<file path="config.mk">
export PLATFORM = sky130hd
export DESIGN_NAME = codec_stream_ctrl
export DESIGN_NICKNAME = d
export VERILOG_FILES = /design/src/rtl/codec_stream_ctrl.sv
export SDC_FILE = /design/constraint.sdc
export NUM_CORES = 1
export LEC_CHECK = 0
export BUFFER_PORTS_ARGS = -buffer_cell sky130_fd_sc_hd__buf_2
export CORE_MARGIN = 4
export CORE_UTILIZATION = 53
export CTS_BUF_LIST = sky130_fd_sc_hd__clkbuf_2 sky130_fd_sc_hd__clkbuf_4 sky130_fd_sc_hd__clkbuf_8
export CTS_CLUSTER_SIZE = 14
export DETAILED_ROUTE_END_ITERATION = 10
export PLACE_DENSITY = 0.88
export SLEW_MARGIN = 20
export SYNTH_ARGS = -nofsm -noshare
export SYNTH_HDL_FRONTEND = slang
export SYNTH_SLANG_ARGS = --single-unit
export TNS_END_PERCENT = 20
</file>
<file path="constraint.sdc">
create_clock -name clk -period 4.65 [get_ports clk]
set_input_delay 0.465 -clock clk [delete_from_list [all_inputs] [get_ports clk]]
set_output_delay 0.465 -clock clk [all_outputs]
set_load 0.01 [all_outputs]
</file>
<file path="src/rtl/codec_stream_ctrl.sv">
// codec_stream_ctrl: moves one stereo sample pair per codec handshake from the
// codec input, through an external fixed-latency filter, to the codec output.
// Samples are passed bit-exact; the latched bypass flag selects the raw
// captured pair instead of the filter result for that one sample.
`timescale 1ns/1ps

module codec_stream_ctrl #(
  parameter int FILT_LAT = 1,
  parameter int W        = 24
) (
  input  logic         clk,
  input  logic         reset,
  input  logic         read_ready,
  input  logic [W-1:0] readdata_left,
  input  logic [W-1:0] readdata_right,
  output logic         read,
  input  logic         write_ready,
  output logic [W-1:0] writedata_left,
  output logic [W-1:0] writedata_right,
  output logic         write,
  output logic [W-1:0] filt_in_left,
  output logic [W-1:0] filt_in_right,
  output logic         filt_valid,
  input  logic [W-1:0] filt_out_left,
  input  logic [W-1:0] filt_out_right,
  input  logic         bypass,
  output logic [15:0]  sample_count
);

  typedef enum logic [1:0] {IDLE, CAPTURE, WAIT, WRITE} state_t;

  // FILT_LAT is limited to 1..15, so four bits cover the wait counter
  localparam logic [3:0] LAT = 4'(FILT_LAT);

  state_t        r_state;
  state_t        w_next_state;
  logic [W-1:0]  r_hold_left;
  logic [W-1:0]  r_hold_right;
  logic          r_hold_bypass;
  logic [3:0]    r_wait_cnt;
  logic [W-1:0]  r_wd_left;
  logic [W-1:0]  r_wd_right;
  logic [15:0]   r_sample_count;
  logic          w_capture_en;
  logic          w_load_out;

  // The filter sees the holding registers directly; they only change on capture
  assign filt_in_left    = r_hold_left;
  assign filt_in_right   = r_hold_right;
  assign writedata_left  = r_wd_left;
  assign writedata_right = r_wd_right;
  assign sample_count    = r_sample_count;

  // State register; reset abandons any sample in flight
  always_ff @(posedge clk) begin
    if (reset) r_state <= IDLE;
    else       r_state <= w_next_state;
  end

  // Next-state and strobe decode; strobes are only ever high in one state each
  always_comb begin
    w_next_state = r_state;
    read         = 1'b0;
    filt_valid   = 1'b0;
    write        = 1'b0;
    w_capture_en = 1'b0;
    w_load_out   = 1'b0;
    case (r_state)
      IDLE: begin
        if (read_ready) begin
          w_capture_en = 1'b1;
          w_next_state = CAPTURE;
        end
      end
      CAPTURE: begin
        read         = 1'b1;
        filt_valid   = 1'b1;
        w_next_state = WAIT;
      end
      WAIT: begin
        // counter is loaded with FILT_LAT, so this is the last wait cycle
        if (r_wait_cnt <= 4'd1) begin
          w_load_out   = 1'b1;
          w_next_state = WRITE;
        end
      end
      WRITE: begin
        write = write_ready;
        if (write_ready) w_next_state = IDLE;
      end
      default: w_next_state = IDLE;
    endcase
  end

  // Holding registers: input pair and bypass choice frozen for the whole sample
  always_ff @(posedge clk) begin
    if (reset) begin
      r_hold_left   <= '0;
      r_hold_right  <= '0;
      r_hold_bypass <= 1'b0;
    end else if (w_capture_en) begin
      r_hold_left   <= readdata_left;
      r_hold_right  <= readdata_right;
      r_hold_bypass <= bypass;
    end
  end

  // Filter latency counter: loaded on capture, counts down through WAIT
  always_ff @(posedge clk) begin
    if (reset)                  r_wait_cnt <= '0;
    else if (r_state == CAPTURE) r_wait_cnt <= LAT;
    else if (r_state == WAIT)    r_wait_cnt <= r_wait_cnt - 4'd1;
  end

  // Output registers: stay stable from the last wait cycle until the next one
  always_ff @(posedge clk) begin
    if (reset) begin
      r_wd_left  <= '0;
      r_wd_right <= '0;
    end else if (w_load_out) begin
      r_wd_left  <= r_hold_bypass ? r_hold_left  : filt_out_left;
      r_wd_right <= r_hold_bypass ? r_hold_right : filt_out_right;
    end
  end

  // Completed-write counter, free-running modulo 2^16
  always_ff @(posedge clk) begin
    if (reset)      r_sample_count <= '0;
    else if (write) r_sample_count <= r_sample_count + 16'd1;
  end

endmodule

</file>
==> results_dict.tcl <==
set metrics [dict create \
    cp-end-kind "flip-flop" \
    grt_most_used_layer "met2" \
    regToRegSetupSlack_ps 2560 \
    cts.repair.resized 0 \
    overflow 0 \
    min_path_type "input port to flip-flop" \
    vias_per_cell 5.419 \
    grt_max_degree 71 \
    cp.required_ps 4950 \
    rr_worst_depth 7 \
    combPwrFrac_pct 29.8 \
    routed-via-count 4720 \
    synth_fp_nets 664 \
    hpwl_mm 10.05 \
    postSynthAreaPerCell_sq_um 8.828 \
    clock_power_share_pct 28.8 \
    met3_usage_pct 5.400 \
    rsz0062_at_grt "false" \
    antenna_found_initial 0 \
    yosysSeqAreaShare_pct 48.62 \
    num_rows 34 \
    power_density_mw_per_mm2 535.1 \
    drive_above_1_share_pct 34.60 \
    postSynthCellCount 555 \
    synth_cell_types 37 \
    cts_tree "yes" \
    die_y_um 104.2 \
    finalCritPeriodShare_pct 44.95 \
    dpl_cell_area_sq_mm 0.005969 \
    crit_chain "inv_1 > ha_1 > nand2b_1 > nor3_4 > buf_4 > nor2_1 > a211oi_1" \
    grt_pass1_wl_mm 22.43 \
    drc 0 \
    grt_pass1_vias 4592 \
    floorplan.initialDensity_pct 55.37 \
    crit_path_end "writedata_right[19]$_SDFFE_PP0P_" \
    grt_util_met2_pct 44.06 \
    dp_slack_ps 2619 \
    setup-tns-final_ps 0 \
    fmax_mhz 478.4 \
    ant_nets 0 \
    clockBufferDepth 2 \
    clock_latency_ps 400 \
    drt-total-wl_mm 14.04 \
    slew_headroom_pct 32.86 \
    status "complete, no violations" \
    wire_per_inst_um 16.12 \
    die_w_um 104.2 \
    die_area_sq_mm 0.01085 \
    cts_root_buf "clkbuf_8" \
    hold_viol_final 0 \
    grt_usage_pct 24.96 \
    irDropWorstVdd_mv 0.2609 \
    cp-startpoint "r_state[0]$_SDFFE_PP0P_" \
    start_kind "flip-flop" \
    critical_path.reg2reg.endpoint "writedata_right[19]$_SDFFE_PP0P_" \
    cts_buffers 17 \
    drt-pass1-iter-count 4 \
    area_growth_pct 30.49 \
    first_iter_violations 227 \
    cts_setup_buffers 0 \
    async_reset_ff_share_pct 0 \
    p_leak_nw 2.822 \
    core_region_area_sq_mm 0.008848 \
    finalMaxSlewViolations 0 \
    max_stage_delay_ps 460 \
    synth-edff-count 0 \
    clock-sinks 119 \
    final_util_pct 72.26 \
    syn_area_sq_mm 0.004900 \
    seqPwrFrac_pct 41.4 \
    post-route-cell-area_sq_mm 0.006394 \
    cap_violations 0 \
    fin_skew_ps 12.70 \
    tightestPinTransition_ps 1007 \
    synth_top_area_cell "dfxtp_1" \
    crit_path_top_delay_cell "buf_4" \
    antenna_cells 0 \
    p_sw_share_pct 34.62 \
    synth_ff_type "dfxtp_1" \
    htree_levels 4 \
    total_power_mw 3.421 \
    p_switching_mw 1.185 \
    intPower_mw 2.237 \
    nNetsFinal 860 \
    postCtsHoldBufs 0 \
    min_period_ps 2090 \
    clkTransAtPathRegs_ps 70 \
    crit_fanout 54 \
    yosys-top-cells-area "dfxtp_1, mux2i_1, nand2_1" \
    timing.rr.start "r_state[0]$_SDFFE_PP0P_" \
    finalWorstSetupSlack_ps 2560 \
    crit_type "flip-flop to flip-flop" \
    io_buffers 215 \
    boundaryPins 216 \
    yosysTopAreaCellShare_pct 48.62 \
    arrival_ps 2390 \
    use_met1_pct 30.59 \
    yosysWarnings 0 \
    ys_ff_latch 119 \
    setup_violations 0 \
    gp_congestion 0.8642 \
]
worst max-delay path: cells and delay by family (launching register included):
kind	cells	cell delay, ps
buf+inv	2	570
fa+ha+maj	1	280
simple gates	3	460
flops	1	350
compound gates	1	300
metrics by stage:
step,std cells,hold slack [ps]
finish,871,295.0
global placement,840,453.5
global route,871,277.3
floorplan,555,468.8
CTS,871,276.1
detailed placement,840,462.0
metal layers:
metal / up-vias / part of all wire [%]
met5: - / 0
met4: 0 / 1.4
met3: 19 / 6.8
met2: 211 / 50
met1: 2192 / 42
li1: 2298 / -
power by group through the flow:
stage	clock network (mW)	logic, mW	registers [mW]
4_1_cts	0.996	1.03	1.41
2_1_floorplan	0	0.556	1.50
5_1_grt	1.04	1.13	1.44
3_3_place_gp	0	0.995	1.42
6_report	0.985	1.02	1.42
3_5_place_dp	0	1.02	1.44
cell type report:
class,count,area (sq um)
Clock inverter,11,148.9
Sequential cell,119,2384
Multi-Input combinational cell,384,2305
Timing Repair Buffer,219,1109
Fill cell,650,2455
Tap cell,108,135.1
Clock buffer,20,275.3
Inverter,10,37.54
how the worst min path moves through the flow:
| stage | from | endpoint | slack [ps] | cells after the start |
|---|---|---|---|---|
| finish | readdata_left[12] | filt_in_left[12]$_SDFFE_PP0P_ | 290 | 3 |
| global route | readdata_right[2] | filt_in_right[2]$_SDFFE_PP0P_ | 280 | 3 |
| CTS | readdata_left[5] | filt_in_left[5]$_SDFFE_PP0P_ | 280 | 3 |
| detailed placement | filt_in_left[11]$_SDFFE_PP0P_ | filt_in_left[11]$_SDFFE_PP0P_ | 460 | 2 |
| global placement | filt_in_right[13]$_SDFFE_PP0P_ | filt_in_right[13]$_SDFFE_PP0P_ | 450 | 2 |
| floorplan | r_wait_cnt[1]$_SDFFE_PP0N_ | r_wait_cnt[1]$_SDFFE_PP0N_ | 470 | 2 |
flip-flops by register name, indices dropped and copies added, names as in the netlist:
signal           count
sample_count        16
writedata_left      24
r_state              2
writedata_right     24
r_hold_bypass        1
r_wait_cnt           4
filt_in_left        24
filt_in_right       24
cells by family after synthesis:
| logic type | after synthesis | share of synthesized area, % |
|---|---|---|
| flops | 119 | 48.62 |
| compound gates | 108 | 13.79 |
| fa+ha+maj | 8 | 2.043 |
| xor+xnor | 11 | 1.966 |
| mux | 53 | 10.88 |
| simple gates | 204 | 18.16 |
| buf+inv | 52 | 4.546 |
cell usage in the layout (no fill, tap or decap), types with 3 or more instances in the layout:
cell and instances:
nor4_1 3, mux2i_1 51, a21oi_1 53, ha_1 8, buf_2 214, dfxtp_1 118, clkbuf_8 20, nand2_1 103
o21ai_0 3, or3_1 3, a211oi_1 48, nand2b_1 5, nand4_1 3, clkinv_4 3, xnor2_1 10, nor3_1 6
inv_1 10, buf_4 5, nor2_1 66, clkinvlp_4 3, bufinv_16 3
cell usage after synthesis, drive strengths merged (3+ instances only):
| library cell | number |
|---|---|
| a211oi | 48 |
| a21oi | 53 |
| buf | 20 |
| clkbuf | 22 |
| dfxtp | 119 |
| ha | 8 |
| inv | 10 |
| mux2i | 51 |
| nand2 | 105 |
| nand2b | 5 |
| nand3 | 3 |
| nand4 | 3 |
| nor2 | 66 |
| nor3 | 8 |
| nor4 | 3 |
| o21ai | 3 |
| or3 | 5 |
| xnor2 | 10 |
Power figures use the tool's default switching activity.
